$ cat config.mk
export PLATFORM = sky130hd
export DESIGN_NAME = shift_instr_decoder
export DESIGN_NICKNAME = d
export VERILOG_FILES = /design/src/rtl/simple_processor_pkg.sv /design/src/rtl/shift_instr_skid.sv /design/src/rtl/shift_instr_decoder.sv
export SDC_FILE = /design/constraint.sdc
export NUM_CORES = 1
export LEC_CHECK = 0
export CORE_AREA = 5 5 92 94
export CTS_CLUSTER_DIAMETER = 120
export CTS_CLUSTER_SIZE = 12
export DETAILED_ROUTE_END_ITERATION = 12
export DIE_AREA = 0 0 97 99
export GPL_TIMING_DRIVEN = 0
export PLACE_DENSITY = 0.74
export SETUP_SLACK_MARGIN = 0.02
export SYNTH_ARGS = -nofsm -noshare
export SYNTH_HDL_FRONTEND = slang
export SYNTH_SLANG_ARGS = --single-unit
$ cat constraint.sdc
create_clock -name clk_i -period 1.7 [get_ports clk_i]
set_clock_uncertainty 0.1 [all_clocks]
set_input_delay 0.425 -clock clk_i [delete_from_list [all_inputs] [get_ports clk_i]]
set_output_delay 0.425 -clock clk_i [all_outputs]
set_load 0.03 [all_outputs]
$ cat src/rtl/simple_processor_pkg.sv
// +------------------------------------------------------------------+
// | simple_processor_pkg : shared decode types, opcodes and decoder  |
// | Revision: 1.0                                                    |
// +------------------------------------------------------------------+
`default_nettype none

package simple_processor_pkg;

   localparam int DATA_WIDTH = 32;
   localparam int REG_ADDR_W = 5;

   typedef enum logic [3:0] {
      SLL     = 4'h0,
      SLLI    = 4'h1,
      SLR     = 4'h2,
      SLRI    = 4'h3,
      SRA     = 4'h4,
      SRAI    = 4'h5,
      ROL     = 4'h6,
      ROR     = 4'h7,
      INVALID = 4'hF
   } func_t;

   localparam logic [5:0] OP_SLL  = 6'h00;
   localparam logic [5:0] OP_SLLI = 6'h01;
   localparam logic [5:0] OP_SLR  = 6'h02;
   localparam logic [5:0] OP_SLRI = 6'h03;
   localparam logic [5:0] OP_SRA  = 6'h04;
   localparam logic [5:0] OP_SRAI = 6'h05;
   localparam logic [5:0] OP_ROL  = 6'h06;
   localparam logic [5:0] OP_ROR  = 6'h07;

   typedef enum logic [1:0] {
      ST_EMPTY = 2'd0,
      ST_ONE   = 2'd1,
      ST_FULL  = 2'd2
   } skid_state_t;

   typedef struct packed {
      func_t                   func;
      logic [REG_ADDR_W-1:0]   rd;
      logic [REG_ADDR_W-1:0]   rs1;
      logic [REG_ADDR_W-1:0]   rs2;
      logic [DATA_WIDTH-1:0]   imm;
      logic                    illegal;
   } decoded_instr_t;

   localparam decoded_instr_t DEC_RESET = '{func: INVALID, rd: '0, rs1: '0,
                                            rs2: '0, imm: '0, illegal: 1'b0};

   function automatic decoded_instr_t decode_instr(input logic [31:0] instr);
      decoded_instr_t d;
      d.rd      = instr[25:21];
      d.rs1     = instr[20:16];
      d.rs2     = instr[15:11];
      d.imm     = {{(DATA_WIDTH-6){instr[5]}}, instr[5:0]};
      d.illegal = 1'b0;
      case (instr[31:26])
         OP_SLL:  d.func = SLL;
         OP_SLLI: d.func = SLLI;
         OP_SLR:  d.func = SLR;
         OP_SLRI: d.func = SLRI;
         OP_SRA:  d.func = SRA;
         OP_SRAI: d.func = SRAI;
         OP_ROL:  d.func = ROL;
         OP_ROR:  d.func = ROR;
         default: begin
            d.func    = INVALID;
            d.illegal = 1'b1;
         end
      endcase
      return d;
   endfunction

endpackage

`default_nettype wire

$ cat src/rtl/shift_instr_skid.sv
// +------------------------------------------------------------------+
// | shift_instr_skid : main register plus one skid entry, registered |
// | upstream ready. Revision: 1.0                                    |
// +------------------------------------------------------------------+
`default_nettype none

module shift_instr_skid #(
   parameter type T       = logic,
   parameter T    RST_VAL = '0
) (
   input  logic clk_i,
   input  logic rst_i,
   input  logic flush_i,
   input  T     in_data_i,
   input  logic in_valid_i,
   output logic in_ready_o,
   output T     out_data_o,
   output logic out_valid_o,
   input  logic out_ready_i
);
   import simple_processor_pkg::*;

   skid_state_t state_d, state_q;
   T            main_d, main_q;
   T            skid_d, skid_q;
   logic        ready_d, ready_q;
   logic        accept, xfer;

   assign in_ready_o  = ready_q;
   assign out_valid_o = (state_q != ST_EMPTY);
   assign out_data_o  = main_q;
   assign accept      = in_valid_i & ready_q;
   assign xfer        = out_valid_o & out_ready_i;

   always_comb begin
      state_d = state_q;
      main_d  = main_q;
      skid_d  = skid_q;
      case (state_q)
         ST_EMPTY: begin
            if (accept) begin
               main_d  = in_data_i;
               state_d = ST_ONE;
            end
         end
         ST_ONE: begin
            if (accept && xfer) begin
               main_d = in_data_i;
            end else if (accept) begin
               skid_d  = in_data_i;
               state_d = ST_FULL;
            end else if (xfer) begin
               state_d = ST_EMPTY;
            end
         end
         ST_FULL: begin
            // ready is low here, so only the drain of main can happen
            if (xfer) begin
               main_d  = skid_q;
               state_d = ST_ONE;
            end
         end
         default: state_d = ST_EMPTY;
      endcase
      if (flush_i) begin
         state_d = ST_EMPTY;
      end
      ready_d = (state_d != ST_FULL);
   end

   always_ff @(posedge clk_i) begin
      if (rst_i) begin
         state_q <= ST_EMPTY;
         ready_q <= 1'b1;
         main_q  <= RST_VAL;
         skid_q  <= RST_VAL;
      end else begin
         state_q <= state_d;
         ready_q <= ready_d;
         main_q  <= main_d;
         skid_q  <= skid_d;
      end
   end

endmodule

`default_nettype wire

$ cat src/rtl/shift_instr_decoder.sv
// +------------------------------------------------------------------+
// | shift_instr_decoder : shift-instruction decode stage feeding     |
// | alu_shift through a skid buffer. Revision: 1.0                   |
// +------------------------------------------------------------------+
`default_nettype none

module shift_instr_decoder #(
   parameter int DATA_WIDTH = 32,
   parameter int REG_ADDR_W = 5,
   parameter int ERR_CNT_W  = 8
) (
   input  logic                        clk_i,
   input  logic                        rst_i,
   input  logic                        flush_i,
   input  logic [31:0]                 instr_i,
   input  logic                        instr_valid_i,
   output logic                        instr_ready_o,
   output simple_processor_pkg::func_t func_o,
   output logic [REG_ADDR_W-1:0]       rd_addr_o,
   output logic [REG_ADDR_W-1:0]       rs1_addr_o,
   output logic [REG_ADDR_W-1:0]       rs2_addr_o,
   output logic [DATA_WIDTH-1:0]       imm_o,
   output logic                        illegal_o,
   output logic                        dec_valid_o,
   input  logic                        dec_ready_i,
   output logic [ERR_CNT_W-1:0]        illegal_cnt_o
);
   import simple_processor_pkg::*;

   decoded_instr_t         dec_in;
   decoded_instr_t         dec_out;
   logic                   accept;
   logic [ERR_CNT_W-1:0]   illegal_cnt_d, illegal_cnt_q;

   assign dec_in = decode_instr(instr_i);
   // a word offered during a flush is dropped, so it is not counted
   assign accept = instr_valid_i & instr_ready_o & ~flush_i;

   shift_instr_skid #(
      .T       (decoded_instr_t),
      .RST_VAL (DEC_RESET)
   ) u_skid (
      .clk_i       (clk_i),
      .rst_i       (rst_i),
      .flush_i     (flush_i),
      .in_data_i   (dec_in),
      .in_valid_i  (instr_valid_i),
      .in_ready_o  (instr_ready_o),
      .out_data_o  (dec_out),
      .out_valid_o (dec_valid_o),
      .out_ready_i (dec_ready_i)
   );

   always_comb begin
      illegal_cnt_d = illegal_cnt_q;
      if (accept && dec_in.illegal && (illegal_cnt_q != '1)) begin
         illegal_cnt_d = illegal_cnt_q + ERR_CNT_W'(1);
      end
   end

   always_ff @(posedge clk_i) begin
      if (rst_i) begin
         illegal_cnt_q <= '0;
      end else begin
         illegal_cnt_q <= illegal_cnt_d;
      end
   end

   assign illegal_cnt_o = illegal_cnt_q;
   assign func_o        = dec_out.func;
   assign rd_addr_o     = REG_ADDR_W'(dec_out.rd);
   assign rs1_addr_o    = REG_ADDR_W'(dec_out.rs1);
   assign rs2_addr_o    = REG_ADDR_W'(dec_out.rs2);
   assign imm_o         = DATA_WIDTH'($signed(dec_out.imm));
   assign illegal_o     = dec_out.illegal;

endmodule

`default_nettype wire

### After elaboration in Yosys (flattened, before gate mapping)

Cells that the tools add are included.

| operators by class | value |
|---|---|
| add/subtract/negate cells | 1 |
| equal/unequal tests | 14 |
| multiplexer cells | 13 |
| bitwise gates (word level) | 5 |
| reductions and logical operators | 10 |

Operators by type and width:

| operator | count |
|---|---|
| $mux 52 | 3 |
| $pmux 52 s3 | 1 |
| $pmux 4 s8 | 1 |
| $eq 6x3->1 const B | 4 |
| $eq 6x2->1 const B | 2 |
| $mux 2 | 6 |
| $add 8x1->8 const B | 1 |
| $ne 8x8->1 const B | 1 |
| $reduce_or 8->1 | 1 |
| $eq 6x1->1 const B | 1 |
| $logic_not 6->1 | 1 |
| $ne 2x1->1 const B | 3 |
| $pmux 2 s3 | 1 |
| $reduce_and 4->1 | 1 |
| $and 1x1->1 | 3 |
| $logic_and 1x1->1 | 3 |
| $reduce_and 3->1 | 1 |
| $reduce_bool 3->1 | 1 |
| $eq 2x1->1 const B | 1 |
| $eq 2x2->1 const B | 1 |
| $logic_not 2->1 | 1 |
| $ne 2x2->1 const B | 1 |
| $not 1->1 | 2 |
| $reduce_bool 2->1 | 1 |
| $mux 1 | 1 |

| storage, ports and cells | value |
|---|---|
| register bits after elaboration | 89 |
| input port bits | 37 |
| output and inout bits | 62 |
| word-level logic and storage cells | 58 |

### Longest topological paths before layout

Gate-level depths: netlist of the first run.

| depth | value |
|---|---|
| depth after elaboration | 8 |
| gate-level depth with buffers | 7 |

### Hierarchy

From an unflattened synthesis of the first run, not the netlist that was laid out.

| second synthesis, totals | value |
|---|---|
| cell total of the unflattened synthesis | 534 |
| area total of the unflattened synthesis | 4,798.4 um2 |

Modules (own cells, without submodules):

| module | instances | cells each | area each (um2) |
|---|---|---|---|
| shift_instr_skid | 1 | 481 | 4,324.1 |
| shift_instr_decoder | 1 | 53 | 474.2 |

### Worst setup path before layout of the first run

OpenSTA, ideal clock, no wires.

| path | value |
|---|---|
| kind | register to register |
| start point | register illegal_cnt_q[0], in the netlist illegal_cnt_o[0] |
| end point | register illegal_cnt_q[1], in the netlist illegal_cnt_o[1] |
| setup time | 0.128 ns |
| arrival time | 1.549 ns |
| path slack | -0.077 ns |
| stages on the path, launching flop included | 6 |
| buffers on the path | 0 |
| period minus slack after synthesis | 1.777 ns |
| path through | dfxtp_1 > ha_1 > and4_1 > a211oi_1 > mux2i_1 > nor2_1 |

| between the ends | value |
|---|---|
| longest elaborated chain between the ends | 2 |
| elaborated cells between the ends (all ways) | 3 |
| classes of those cells | add/sub: 1; eq/ne: 1; reduce/logical: 1 |

Ends and longest elaborated chain:

| item | line | RTL |
|---|---|---|
| start, declared | shift_instr_decoder.sv:33 | `logic [ERR_CNT_W-1:0] illegal_cnt_d, illegal_cnt_q;` |
| start signal, assigned | shift_instr_decoder.sv:65 | `illegal_cnt_q <= illegal_cnt_d;` |
| branches (longest 2 deep; another with $add 8x1->8) | - |  |

Several ways; the timed one is not identified.
A chain may end at the register's enable or synchronous reset.

### Final worst setup path of the first run

| path | value |
|---|---|
| start point | register u_skid.state_q[0] |
| end point | output dec_valid_o |

| between the ends | value |
|---|---|
| longest elaborated chain between the ends | 1 |

Ends and longest elaborated chain:

| item | line | RTL |
|---|---|---|
| start, declared | shift_instr_skid.sv:23 | `skid_state_t state_d, state_q;` |
| start signal, assigned | shift_instr_skid.sv:78 | `state_q <= state_d;` |
| $reduce_bool 2->1 | shift_instr_skid.sv:30 | `assign out_valid_o = (state_q != ST_EMPTY);` |
| end, declared | shift_instr_decoder.sv:24 | `output logic dec_valid_o,` |

No other way between the ends.

==> results of run 1 <==
[area by class of cell]
class / count / area (µm²) / share of cell area [%]
flip-flops and latches: 63 / 1280 / 28.69
inverters: 2 / 7.507 / 0.1683
clock inverters: 7 / 72.57 / 1.626
clock buffers: 9 / 123.9 / 2.776
repair buffers: 102 / 1055 / 23.64
multi-input cells: 237 / 1448 / 32.45
plain buffers: 48 / 347.8 / 7.796
well taps: 102 / 127.6 / 2.860
[per-layer routing]
layer  vias to the layer above  GRT usage (%)  wire, µm  share of wire [%]
met3                         7          5.803       518                6.1
met4                         0          6.587        74               0.87
met1                      1315          18.25      3484                 41
met2                        82          28.56      4382                 52
li1                       1410              -         -                  -
met5                         -              0         0                  0
[worst max-delay path: stages, from the launching register on]
cell and delay (ns):
sky130_fd_sc_hd__dfxtp_4 0.37, sky130_fd_sc_hd__or2_2 0.30, sky130_fd_sc_hd__buf_6 0.14
[power breakdown]
part	total, W	internal, W	leakage (nW)	switching [W]
combinational	0.000976	0.000451	1.21	0.000526
sequential	0.00159	0.00154	0.519	0.0000445
clock	0.00129	0.000678	0.0956	0.000611
total	0.00385	0.00267	1.82	0.00118
[final timing paths]
check                           cells past startpoint                    to              start
worst max register to register                      5  u_skid.out_data_o[4]  u_skid.state_q[1]
worst min register to register                      2      u_skid.skid_q[4]   u_skid.skid_q[4]
worst max-delay path                                2           dec_valid_o  u_skid.state_q[0]
worst min-delay path                                2     u_skid.state_q[0]            flush_i
[placed cells by master (no fill, tap or decap), types with 6 or more instances in the layout]
master	count
sky130_fd_sc_hd__buf_4	37
sky130_fd_sc_hd__a311oi_2	21
sky130_fd_sc_hd__clkbuf_8	9
sky130_fd_sc_hd__nand2_1	92
sky130_fd_sc_hd__nor2_2	7
sky130_fd_sc_hd__clkbuf_1	7
sky130_fd_sc_hd__a21oi_1	29
sky130_fd_sc_hd__o21ai_0	7
sky130_fd_sc_hd__dlygate4sd2_1	23
sky130_fd_sc_hd__clkdlybuf4s50_1	24
sky130_fd_sc_hd__nor2_1	26
sky130_fd_sc_hd__dfxtp_2	6
sky130_fd_sc_hd__clkdlybuf4s15_2	6
sky130_fd_sc_hd__dfxtp_1	54
sky130_fd_sc_hd__buf_6	24
sky130_fd_sc_hd__clkdlybuf4s15_1	6
sky130_fd_sc_hd__clkbuf_2	7
[repair_timing]
action / CTS / global route
pin swaps: 2 / 10
resized for setup: 214 / 95
gates cloned: 0 / 4
setup buffers: 3 / 4
setup endpoints to repair: 113 / 78
[sequential cells by signal, indices dropped and copies added, names as in the netlist]
name               cells
u_skid.state_q         2
illegal_cnt_o          8
u_skid.in_ready_o      1
u_skid.out_data_o     26
u_skid.skid_q         26
[logic make-up (layout without fill, tap and decap cells)]
family | Yosys count | in the layout
flip-flops | 63 | 63
AO/OA/AOI/OAI | 76 | 76
buffers and inverters | 52 | 168
XOR/XNOR | 1 | 1
multiplexers | 2 | 2
AND/OR/NAND/NOR | 156 | 157
adder cells (fa/ha/maj) | 1 | 1
[stage by stage]
stage / total power [W] / cells / setup WS, ns / instance area (µm²) / util (%)
6_report: 0.003853 / 570 / 0.01906 / 4462 / 58.96
5_1_grt: 0.004014 / 570 / -0.02577 / 4462 / 58.96
4_1_cts: 0.003752 / 563 / 0.01977 / 4151 / 54.86
3_5_place_dp: 0.002535 / 545 / -0.6018 / 4019 / 53.11
3_3_place_gp: 0.002520 / 545 / -0.5804 / 4019 / 53.11
2_1_floorplan: 0.002167 / 351 / 0.01326 / 2970 / -
==> results.py, run 1 <==
metrics = {
    "status": {
        "outcome": "finished clean",
    },
    "clocking": {
        "cts.hold.buffers_added": 0,
        "cts_tree": "yes",
        "cts.reportedPaths.clkPinSlew_ns": 0.07,
        "clk_root_buffer_cell": "sky130_fd_sc_hd__clkbuf_8",
        "cts_buffers": 9,
        "clock_latency_ns": 0.34,
        "clockBufferDepth": 2,
        "clkSinkCount": 63,
        "ctsHtreeMaxLevel": 3,
    },
    "timing": {
        "setup_tns_ns": 0,
        "final-setup-viol-count": 0,
        "timing.max_slew.rel_slack_pct": 49.56,
        "timing.hold.ws_ns": 0.2197,
        "final_hold_viol_count": 0,
        "finalWorstPathRequiredPeriod_ns": 1.681,
        "timing_worst_slew_pin_value_ns": 0.7566,
        "post-route-period-util_pct": 98.88,
        "rsz0062_at_grt": "true",
        "finalMaxSlewViolations": 0,
        "clock.fmax_mhz": 594.9,
    },
    "floorplanning": {
        "die_area_um2": 9603,
        "die_height_um": 99,
        "die_x_um": 97,
        "rows": 32,
        "core_area_um2": 7567,
        "num_io_pins": 99,
        "initial_core_util_pct": 39.15,
    },
    "drt": {
        "routed_wl_mm": 8.459,
        "vias_per_cell": 4.937,
        "detail-route-antenna-nets": 0,
        "routed-via-count": 2814,
        "firstDrtPassIters": 4,
        "drtIter0Drc": 158,
        "wl_per_cell_um": 14.84,
        "count_of_unresolved_drc_violations_after_routing": 0,
    },
    "min_path": {
        "min_path_type": "in2reg",
    },
    "synth": {
        "synth-edff-count": 0,
        "post_synth_instance_area_um2": 2963,
        "synth_fa_ha_area_share_pct": 0.4223,
        "netlist_instances": 351,
        "synth_largest_area_cell": "sky130_fd_sc_hd__dfxtp_1",
        "synth_top_family_by_area": "simple AND/OR/NAND/NOR gates",
        "synthDistinctLibCells": 41,
        "muxShareOfSynthArea_pct": 0.6757,
        "synthTopCellsByArea": "sky130_fd_sc_hd__dfxtp_1 43%, sky130_fd_sc_hd__nand2_1 12%, sky130_fd_sc_hd__a311oi_2 11%, sky130_fd_sc_hd__buf_4 6.8%, sky130_fd_sc_hd__a21oi_1 4.9%",
        "synth_xor_area_share_pct": 0.2956,
        "synth_compound_area_share_pct": 21.66,
        "syn_avg_cell_area_um2": 8.441,
        "synthesis.yosys.warnings": 0,
        "synth_seq_area_share_pct": 42.57,
        "synthTopCellsByCount": "92 x sky130_fd_sc_hd__nand2_1, 63 x sky130_fd_sc_hd__dfxtp_1, 33 x sky130_fd_sc_hd__nor2_1, 29 x sky130_fd_sc_hd__a21oi_1, 27 x sky130_fd_sc_hd__buf_4",
        "yosys.cell_count.top_type": "sky130_fd_sc_hd__nand2_1",
        "synth-main-ff-cell": "sky130_fd_sc_hd__dfxtp_1",
        "async_reset_ff_share_pct": 0,
        "postSynthRegisterBits": 63,
        "synth.top_cell.area_share_pct": 42.57,
        "synthesis.nets": 389,
        "post_synth_and_or_nand_nor_area_fraction_pct": 22.93,
    },
    "finish": {
        "drive_gt1_share_pct": 32.26,
        "antennaDiodeCount": 0,
        "nNetsFinal": 501,
        "fillerInstances": 657,
        "area_growth_syn_to_layout_pct": 50.59,
    },
    "flow_run": {
        "max_cap_viol_count": 0,
    },
    "setup_path": {
        "path_class": "reg2out",
        "worst-endpoint-required_ns": 1.17,
        "worstPathArrival_ns": 1.16,
        "crit_fanout": 7,
        "setup.worst_path.end_class": "output pin",
        "worst-r2r-setup-slack_ns": 0.07,
        "crit_path_start_kind": "flip-flop",
    },
    "global_route": {
        "grt_antenna_before_repair": 0,
        "grt_first_pass_wirelength_mm": 12.78,
        "grt_max_degree": 15,
        "grt_pass1_vias": 2624,
        "grt-ovfl-total": 0,
        "grtUsageTotal_pct": 16.39,
    },
    "placement": {
        "dpl.hpwl_mm": 5.732,
        "gp_routability_congestion": 0.8167,
        "portBuffers": 92,
    },
    "power_and_ir_drop": {
        "cellLeakagePower_nw": 1.824,
        "worst_vdd_drop_uv": 434.0,
        "cellPowerDensity_nw_per_um2": 863.6,
    },
}
Power figures use the tool's default switching activity.
==> run 2: changes to the inputs <==
--- a/config.mk
+++ b/config.mk
@@ -13,6 +13,7 @@
 export GPL_TIMING_DRIVEN = 0
 export PLACE_DENSITY = 0.74
 export SETUP_SLACK_MARGIN = 0.02
+export SLEW_MARGIN = 20
 export SYNTH_ARGS = -nofsm -noshare
 export SYNTH_HDL_FRONTEND = slang
 export SYNTH_SLANG_ARGS = --single-unit
==> results of run 2 <==
Final layout, timing and power as in run 1 (identical DEF).
